`src/rtl/bicubic_symmetric_mux_mp.sv`:
```
// Bicubic symmetric reference-pixel mux, multi-phase: reorders one 4x4 window into L/H DSP
// groups (row/column symmetry) and serialises each 8-pixel group over PHASES output beats.
module bicubic_symmetric_mux_mp #(
    parameter int unsigned PIXEL_WIDTH = 8,
    parameter int unsigned PHASES      = 2,
    localparam int unsigned SLOTS      = 8 / PHASES,
    localparam int unsigned GRP_W      = SLOTS * PIXEL_WIDTH,
    localparam int unsigned PH_W       = (PHASES > 1) ? $clog2(PHASES) : 1
) (
    input  logic                      clk,
    input  logic                      reset,
    input  logic                      clken,
    input  logic                      sym_y,
    input  logic                      sym_x,
    input  logic [16*PIXEL_WIDTH-1:0] px_in,
    input  logic                      in_valid,
    output logic                      in_ready,
    output logic [GRP_W-1:0]          grp_l_out,
    output logic [GRP_W-1:0]          grp_h_out,
    output logic [PH_W-1:0]           out_phase,
    output logic                      out_last,
    output logic                      out_valid,
    input  logic                      out_ready
);

    localparam int unsigned WIN_W = 8 * PIXEL_WIDTH;
    localparam logic [PH_W-1:0] LAST_PH = PH_W'(PHASES - 1);

    if (!(PHASES == 1 || PHASES == 2 || PHASES == 4 || PHASES == 8)) begin : g_bad_phases
        $error("bicubic_symmetric_mux_mp: PHASES must be 1, 2, 4 or 8");
    end

    typedef enum logic [0:0] {StEmpty, StHold} state_e;

    state_e           state_q;
    logic [WIN_W-1:0] buf_l_q, buf_h_q;
    logic [WIN_W-1:0] win_l, win_h;
    logic             accept, beat_done;
    logic [PH_W-1:0]  nxt_phase;
    logic [GRP_W-1:0] nxt_l, nxt_h;

    // Static slot wiring; only the row mirror and the L/H swap are run-time selects.
    for (genvar k = 0; k < 8; k++) begin : g_slot
        localparam int unsigned ROW   = 2 * (k / 4) + (k % 2);
        localparam int unsigned COL_L = 3 - ((k / 2) % 2);
        localparam int unsigned COL_H = (k / 2) % 2;

        logic [PIXEL_WIDTH-1:0] l_dir, l_mir, h_dir, h_mir, pix_l, pix_h;

        assign l_dir = px_in[(4 * ROW + COL_L) * PIXEL_WIDTH +: PIXEL_WIDTH];
        assign l_mir = px_in[(4 * (3 - ROW) + COL_L) * PIXEL_WIDTH +: PIXEL_WIDTH];
        assign h_dir = px_in[(4 * ROW + COL_H) * PIXEL_WIDTH +: PIXEL_WIDTH];
        assign h_mir = px_in[(4 * (3 - ROW) + COL_H) * PIXEL_WIDTH +: PIXEL_WIDTH];

        assign pix_l = sym_y ? l_mir : l_dir;
        assign pix_h = sym_y ? h_mir : h_dir;

        assign win_l[k*PIXEL_WIDTH +: PIXEL_WIDTH] = sym_x ? pix_h : pix_l;
        assign win_h[k*PIXEL_WIDTH +: PIXEL_WIDTH] = sym_x ? pix_l : pix_h;
    end

    assign beat_done = clken & out_valid & out_ready;
    // A new window may enter on the very cycle the last beat of the current one leaves.
    assign in_ready  = clken & ~reset &
                       ((state_q == StEmpty) | (out_valid & out_ready & out_last));
    assign accept    = in_valid & in_ready;

    always_comb begin
        nxt_phase = out_phase + 1'b1;
        nxt_l     = buf_l_q[GRP_W-1:0];
        nxt_h     = buf_h_q[GRP_W-1:0];
        for (int i = 1; i < int'(PHASES); i++) begin
            if (nxt_phase == PH_W'(i)) begin
                nxt_l = buf_l_q[i*GRP_W +: GRP_W];
                nxt_h = buf_h_q[i*GRP_W +: GRP_W];
            end
        end
    end

    always_ff @(posedge clk) begin
        if (reset) begin
            state_q   <= StEmpty;
            buf_l_q   <= '0;
            buf_h_q   <= '0;
            out_valid <= 1'b0;
            out_phase <= '0;
            out_last  <= (PHASES == 1);
            grp_l_out <= '0;
            grp_h_out <= '0;
        end else if (clken) begin
            if (accept) begin
                state_q   <= StHold;
                buf_l_q   <= win_l;
                buf_h_q   <= win_h;
                out_valid <= 1'b1;
                out_phase <= '0;
                out_last  <= (PHASES == 1);
                grp_l_out <= win_l[GRP_W-1:0];
                grp_h_out <= win_h[GRP_W-1:0];
            end else if (beat_done) begin
                if (out_last) begin
                    state_q   <= StEmpty;
                    out_valid <= 1'b0;
                end else begin
                    out_phase <= nxt_phase;
                    out_last  <= (nxt_phase == LAST_PH);
                    grp_l_out <= nxt_l;
                    grp_h_out <= nxt_h;
                end
            end
        end
    end

endmodule
```
`config.mk`:
```
export PLATFORM = sky130hd
export DESIGN_NAME = bicubic_symmetric_mux_mp
export DESIGN_NICKNAME = d
export VERILOG_FILES = /design/src/rtl/bicubic_symmetric_mux_mp.sv
export SDC_FILE = /design/constraint.sdc
export NUM_CORES = 1
export LEC_CHECK = 0
export BUFFER_PORTS_ARGS = -buffer_cell sky130_fd_sc_hd__buf_2
export CORE_UTILIZATION = 33
export CTS_BUF_LIST = sky130_fd_sc_hd__clkbuf_8
export CTS_CLUSTER_DIAMETER = 150
export CTS_CLUSTER_SIZE = 10
export DETAILED_ROUTE_END_ITERATION = 8
export PLACE_DENSITY = 0.5
export SLEW_MARGIN = 20
export SYNTH_ARGS = -nofsm -noshare
export SYNTH_HDL_FRONTEND = slang
export SYNTH_SLANG_ARGS = --single-unit
export TNS_END_PERCENT = 1
```
`constraint.sdc`:
```
create_clock -name clk -period 2.2 [get_ports clk]
set_input_delay 0.11 -clock clk [delete_from_list [all_inputs] [get_ports clk]]
set_output_delay 0.11 -clock clk [all_outputs]
set_load 0.01 [all_outputs]
```
==> results of run 1 <==
-- synth_stat cells --
library cell	n
a21boi_0	1
a21o_1	1
a21oi_1	130
a21oi_4	1
a31oi_1	1
a41oi_1	1
and2b_1	3
buf_2	30
buf_4	21
buf_6	9
buf_8	6
clkbuf_1	37
clkbuf_2	2
dfxtp_1	195
inv_1	2
mux2_2	64
mux4_2	128
nand2_1	258
nand3b_4	1
nor2_1	65
nor3_1	1
o21ai_0	64
o221a_4	1
o221ai_1	1
o2bb2ai_1	64
or3_1	1
-- cell families (layout without fill, tap and decap cells) --
group,count (synthesis),after routing
AND/OR/NAND/NOR,329,329
flip-flops,195,195
multiplexers,192,192
AO/OA/AOI/OAI,265,265
buffers and inverters,107,265
other,0,10
-- path summary, 6_finish.rpt --
kind                               end  slack [ns]  cells past startpoint
max          grp_l_out[1]$_SDFFE_PP0P_        0.39                      5
min              out_last$_SDFFE_PP0P_        0.05                      3
min reg2reg   buf_l_q[33]$_SDFFE_PP0P_        0.46                      2
max reg2reg  grp_l_out[1]$_SDFFE_PP0P_        0.39                      5
-- registers in the layout, indices dropped and copies added, names as in the netlist --
name and cells:
grp_l_out 32, out_phase 1, state_q 1, grp_h_out 32, out_last 1, buf_h_q 64, buf_l_q 64
-- per-layer routing --
metal | routed length, um | global-route usage | vias up | share of wire
met2 | 14600 | 0.283 | 237 | 0.44
li1 | - | - | 4288 | -
met5 | 41 | 0 | - | 0.0012
met3 | 1720 | 0.0401 | 39 | 0.052
met1 | 16300 | 0.294 | 4513 | 0.49
met4 | 612 | 0.0717 | 6 | 0.018
-- area by class of cell --
type / count / area (sq um) / share of cell area
antenna: 10 / 25.0 / 0.00196
clock buffer: 17 / 234 / 0.0183
clock inverter: 15 / 169 / 0.0132
inverter: 2 / 7.51 / 0.000587
multi-input combinational: 786 / 6480 / 0.507
sequential: 195 / 3910 / 0.305
tap: 442 / 553 / 0.0432
timing repair buffer: 231 / 1410 / 0.110
-- where the power goes --
part           leakage (uW)  internal (uW)  switching (uW)
sequential          0.00158           3650            74.5
combinational       0.00287            703             774
clock              0.000201           1040            1410
-- timing repair --
action                                 in CTS  in global routing
hold buffers                                2                  0
gates resized for setup                     0                  0
setup endpoints to repair                   0                  0
endpoints found under the hold margin       1                  0
-- stage by stage --
stage / util / setup WS (ns) / hold WS [ns] / total power (uW) / std cells
final: 0.391 / 0.394 / 0.0517 / 7660 / 1698
after detailed placement: 0.377 / 0.449 / 0.443 / 5280 / 1654
after CTS: 0.390 / 0.419 / 0.0319 / 7730 / 1688
after floorplan: - / 0.702 / 0.250 / 4770 / 1088
after global routing: 0.391 / 0.211 / 0.0546 / 8030 / 1697
after global placement: 0.377 / 0.520 / 0.437 / 5280 / 1654
-- worst register-to-register path: cells and delay by family (launching register included) --
family / cells / cell delay (ns)
buf+inv: 1 / 0.49
simple gates: 1 / 0.15
flops: 1 / 0.41
compound gates: 3 / 0.68
==> impl_metrics.csv, run 1 <==
group,metric,value,unit
die,io_pins,203,
critical_path,crit_chain,"nand2_1 -> a21oi_4 -> buf_4 -> o21ai_0 -> o2bb2ai_1",
pwr,leakage,0.00465,uW
worst_hold_path,min-delay-path-class,"primary input to flop",
synthesis,synth_simple_gate_area_share,0.115,
place,dp_hpwl,22.8,mm
routing,num_vias,9083,
finish,final_cell_mix,"nand2_1, buf_2, dfxtp_1",
clock_tree,h-tree-depth,4,
die,die-area,0.0342,sq mm
place,routabilityCongestion,0.809,
timing,finClkSkew,0.0139,ns
timing,finalHoldViolCount,0,
finish,nFillCells,3340,
synthesis,synth_fp_nets,1223,
finish,final_common_cell,"nand2_1",
die,die_y,185,um
finish,layout-drive-gt1-share,0.368,
synthesis,syn-instance-count,1088,
critical_path,crit_path_start_kind,"flop",
clock_tree,cts_setup_buffers,0,
synthesis,synth_area,0.0110,sq mm
timing,fmaxAchievable,0.554,GHz
timing,slew_headroom,0.563,
routing,finalWirelength,33.3,mm
synthesis,ys_ff_latch,195,
timing,layout_min_cycle_time,1.81,ns
synthesis,synth_compound_area_frac,0.146,
timing,fin_setup_tns,0,ns
global_route,grt_pass1_wl,51.8,mm
critical_path,arrival,2.21,ns
synthesis,yosys_warnings,0,
critical_path,crit_buf_inv,1,
critical_path,critical_path_class,"flop to flop",
critical_path,setup.worst_path.start,"out_last$_SDFFE_PP0P_",
global_route,gr-usage-all-layers,0.199,
synthesis,synth-adder-area-share,0,
synthesis,synth.largest_area_cell,"dfxtp_1",
clock_tree,clkTransAtPathRegs,0.10,ns
critical_path,required,2.60,ns
worst_hold_path,hp-start,"out_ready",
finish,syn_to_final_growth,15.9,%
global_route,overflow,0,
clock_tree,root_buffer,"clkbuf_8",
critical_path,cp-end-kind,"flop",
die,start_util,0.337,
die,core,0.0327,sq mm
timing,period_share,0.821,
synthesis,synth_cell_types,26,
pwr,power.density,598,mW/mm^2
synthesis,synth_top_family_by_area,"multiplexers",
critical_path,r2r_start,"out_last$_SDFFE_PP0P_",
routing,dr.pass1.iters,5,
timing,rsz0062_at_grt,"false",
global_route,grt_pass1_vias,8636,
finish,final_area,0.0128,sq mm
routing,wire_per_inst,19.6,um
place,place_area,0.0123,sq mm
routing,postRouteAntennaNets,0,
synthesis,synth_seq_area_share,0.354,
clock_tree,cts.sinks,195,
finish,final_nets,1368,
critical_path,path_max_fanout,53,
routing,drc,0,
critical_path,max_stage_delay,0.48,ns
synthesis,synth_xor_area_frac,0,
clock_tree,cts_made_buffers,17,
global_route,grt_antenna_before_repair,11,
critical_path,slowest_stage,"buf_4",
synthesis,avgSynthCellArea,10.1,sq um
synthesis,synth_area_leaders,"dfxtp_1, mux4_2, nand2_1, mux2_2, a21oi_1",
critical_path,cpLargestDelayFamily,"compound AO/OA/AOI/OAI gates",
timing,setup_violations,0,
pwr,vdd_ir_drop_max,0.000359,V
die,fp.dieW,185,um
die,num_rows,66,
routing,drt_iter0_drc,704,
timing,slew_violations,0,
routing,detail_route.vias_per_cell,5.35,
clock_tree,clk_latency,0.48,ns
timing,worst_pin_slew,0.655,ns
place,numPortBuffers,202,
synthesis,synthDominantCellAreaShare,0.354,
outcome,status,"complete, no violations",
clock_tree,cts_tree,"yes",
flow_run,max_cap_violations,0,
global_route,grt_max_degree,133,
clock_tree,clk_path_buf_depth,2,
synthesis,synth.area.mux_share,0.327,
No activity file was read; power rests on OpenSTA's default activity.
==> run 2: changes to the inputs <==
Settings changed: PLACE_DENSITY 0.5 to 0.52.
Clock period 2.2 ns to 1.6 ns, I/O delays scaled along.
==> impl_metrics.csv, run 2 (synthesized netlist as in run 1, its figures left out) <==
group,metric,value,unit
worst_hold_path,hp-start,"clken",
die,die-area,0.0342,sq mm
critical_path,crit_chain,"nand2_1 -> a21boi_1 -> buf_2",
pwr,combPwrFrac,0.197,
die,core,0.0327,sq mm
pwr,clockPowerShare,0.324,
routing,finalWirelength,33.0,mm
clock_tree,cts.sinks,195,
critical_path,r2r_start,"out_last$_SDFFE_PP0P_",
timing,fin_setup_tns,0,ns
clock_tree,root_buffer,"clkbuf_8",
critical_path,reg2reg_slack,0.12,ns
global_route,top_usage_layer,"met1",
routing,num_vias,9115,
flow_run,max_cap_violations,0,
die,die_y,185,um
clock_tree,clk_latency,0.46,ns
finish,final_nets,1389,
critical_path,required,1.52,ns
pwr,switching_share,0.296,
clock_tree,cts_made_buffers,17,
timing,finalHoldViolCount,0,
critical_path,crit_buf_inv,1,
timing,fmaxAchievable,0.665,GHz
finish,final_cell_mix,"nand2_1, buf_2, dfxtp_1",
clock_tree,cts_tree,"yes",
pwr,p_sw,3160,uW
place,numPortBuffers,202,
clock_tree,clkTransAtPathRegs,0.11,ns
pwr,leakage,0.00480,uW
pwr,internal_power,7520,uW
global_route,use_met2,0.280,
routing,drc,0,
critical_path,crit_path_start_kind,"flop",
worst_hold_path,min_to,"out_phase$_SDFFE_PP0P_",
worst_hold_path,hold_depth,4,
clock_tree,h-tree-depth,4,
routing,drt_iter0_drc,747,
routing,dr.pass1.iters,5,
critical_path,cp-end-kind,"primary output",
timing,setup_violations,0,
die,io_pins,203,
timing,period_share,0.939,
global_route,overflow,0,
critical_path,arrival,1.42,ns
die,num_rows,66,
global_route,grt_antenna_before_repair,3,
pwr,power.density,817,mW/mm^2
place,routabilityCongestion,0.781,
critical_path,path_max_fanout,5,
place,dp_hpwl,23.6,mm
timing,layout_min_cycle_time,1.50,ns
outcome,status,"complete, no violations",
global_route,use_met1,0.306,
routing,detail_route.vias_per_cell,5.32,
critical_path,max_stage_delay,0.40,ns
critical_path,critical_path_class,"flop to primary output",
global_route,grt_pass1_wl,50.8,mm
global_route,grtUsageMet3,0.0228,
global_route,grt_max_degree,131,
global_route,grt_pass1_vias,8566,
timing,worst_pin_slew,0.671,ns
worst_hold_path,min-delay-path-class,"primary input to flop",
timing,finClkSkew,0.0110,ns
timing,fin_ws,0.0971,ns
die,start_util,0.337,
place,place_inst,1673,
timing,slew_violations,0,
finish,layout-drive-gt1-share,0.378,
clock_tree,clk_path_buf_depth,2,
timing,holdWs,0.0555,ns
finish,final_area,0.0131,sq mm
routing,postRouteAntennaNets,0,
critical_path,cpLargestDelayFamily,"flip-flops",
finish,syn_to_final_growth,18.6,%
die,fp.dieW,185,um
finish,reg_top3,"buf_h_q x64, buf_l_q x64",
place,dpl_worst_slack,0.0645,ns
critical_path,reg2reg_depth,5,
timing,slew_headroom,0.552,
critical_path,slowest_stage,"dfxtp_1",
finish,fin_cells,1712,
routing,wire_per_inst,19.3,um
critical_path,r2r-end,"grp_l_out[9]$_SDFFE_PP0P_",
finish,final_common_cell,"nand2_1",
pwr,vdd_ir_drop_max,0.000454,V
global_route,gr-usage-all-layers,0.195,
place,place_area,0.0126,sq mm
pwr,seqPwrFrac,0.480,
==> run 2: how the worst max path moves through the flow <==
| stage | from | end | depth (start not counted) |
|---|---|---|---|
| floorplan | out_phase$_SDFFE_PP0P_ | grp_l_out[10]$_SDFFE_PP0P_ | 5 |
| global placement | out_last$_SDFFE_PP0P_ | grp_l_out[26]$_SDFFE_PP0P_ | 5 |
| detailed placement | out_last$_SDFFE_PP0P_ | grp_h_out[17]$_SDFFE_PP0P_ | 5 |
| CTS | out_last$_SDFFE_PP0P_ | grp_h_out[17]$_SDFFE_PP0P_ | 5 |
| global route | out_last$_SDFFE_PP0P_ | grp_h_out[6]$_SDFFE_PP0P_ | 5 |
| finish | out_last$_SDFFE_PP0P_ | in_ready | 3 |
==> run 2: what timing repair did <==
item | CTS | global route
pin swaps | 0 | 1
hold buffers | 3 | 0
setup endpoints to repair | 1 | 71
resized for setup | 1 | 2
setup buffers | 0 | 1
endpoints found under the hold margin | 2 | 0
==> run 2: final cells by class <==
type | count | area, sq um
Sequential cell | 195 | 3910
Multi-Input combinational cell | 786 | 6490
Fill cell | 3316 | 19600
Antenna cell | 4 | 10.0
Tap cell | 442 | 553
Timing Repair Buffer | 252 | 1700
Clock buffer | 17 | 234
Clock inverter | 14 | 185
Inverter | 2 | 7.51
==> run 2: power groups by stage <==
stage | Clock [uW] | Combinational, uW | Sequential [uW]
after global routing | 3740 | 2270 | 5150
after detailed placement | 0 | 2090 | 5240
after CTS | 3580 | 2110 | 5130
after global placement | 0 | 2070 | 5240
after floorplan | 0 | 1340 | 5220
final | 3460 | 2100 | 5130
==> run 2: worst reg2reg max path, stage by stage (launching register included) <==
cell       delay, ns
dfxtp_1         0.36
and2b_1         0.25
o221a_4         0.32
buf_12          0.23
o21ai_0         0.12
o2bb2ai_1       0.15
==> run 2: stage by stage <==
step	utilization	power (uW)
after floorplan	-	6560
after global placement	0.386	7300
after detailed placement	0.386	7330
after CTS	0.399	10800
after global routing	0.400	11200
final	0.400	10700
==> run 2: routing by layer <==
| metal | vias up | routed length [um] |
|---|---|---|
| met2 | 204 | 14500 |
| li1 | 4331 | - |
| met4 | 0 | 338 |
| met3 | 19 | 1130 |
| met5 | - | 0 |
| met1 | 4561 | 17100 |
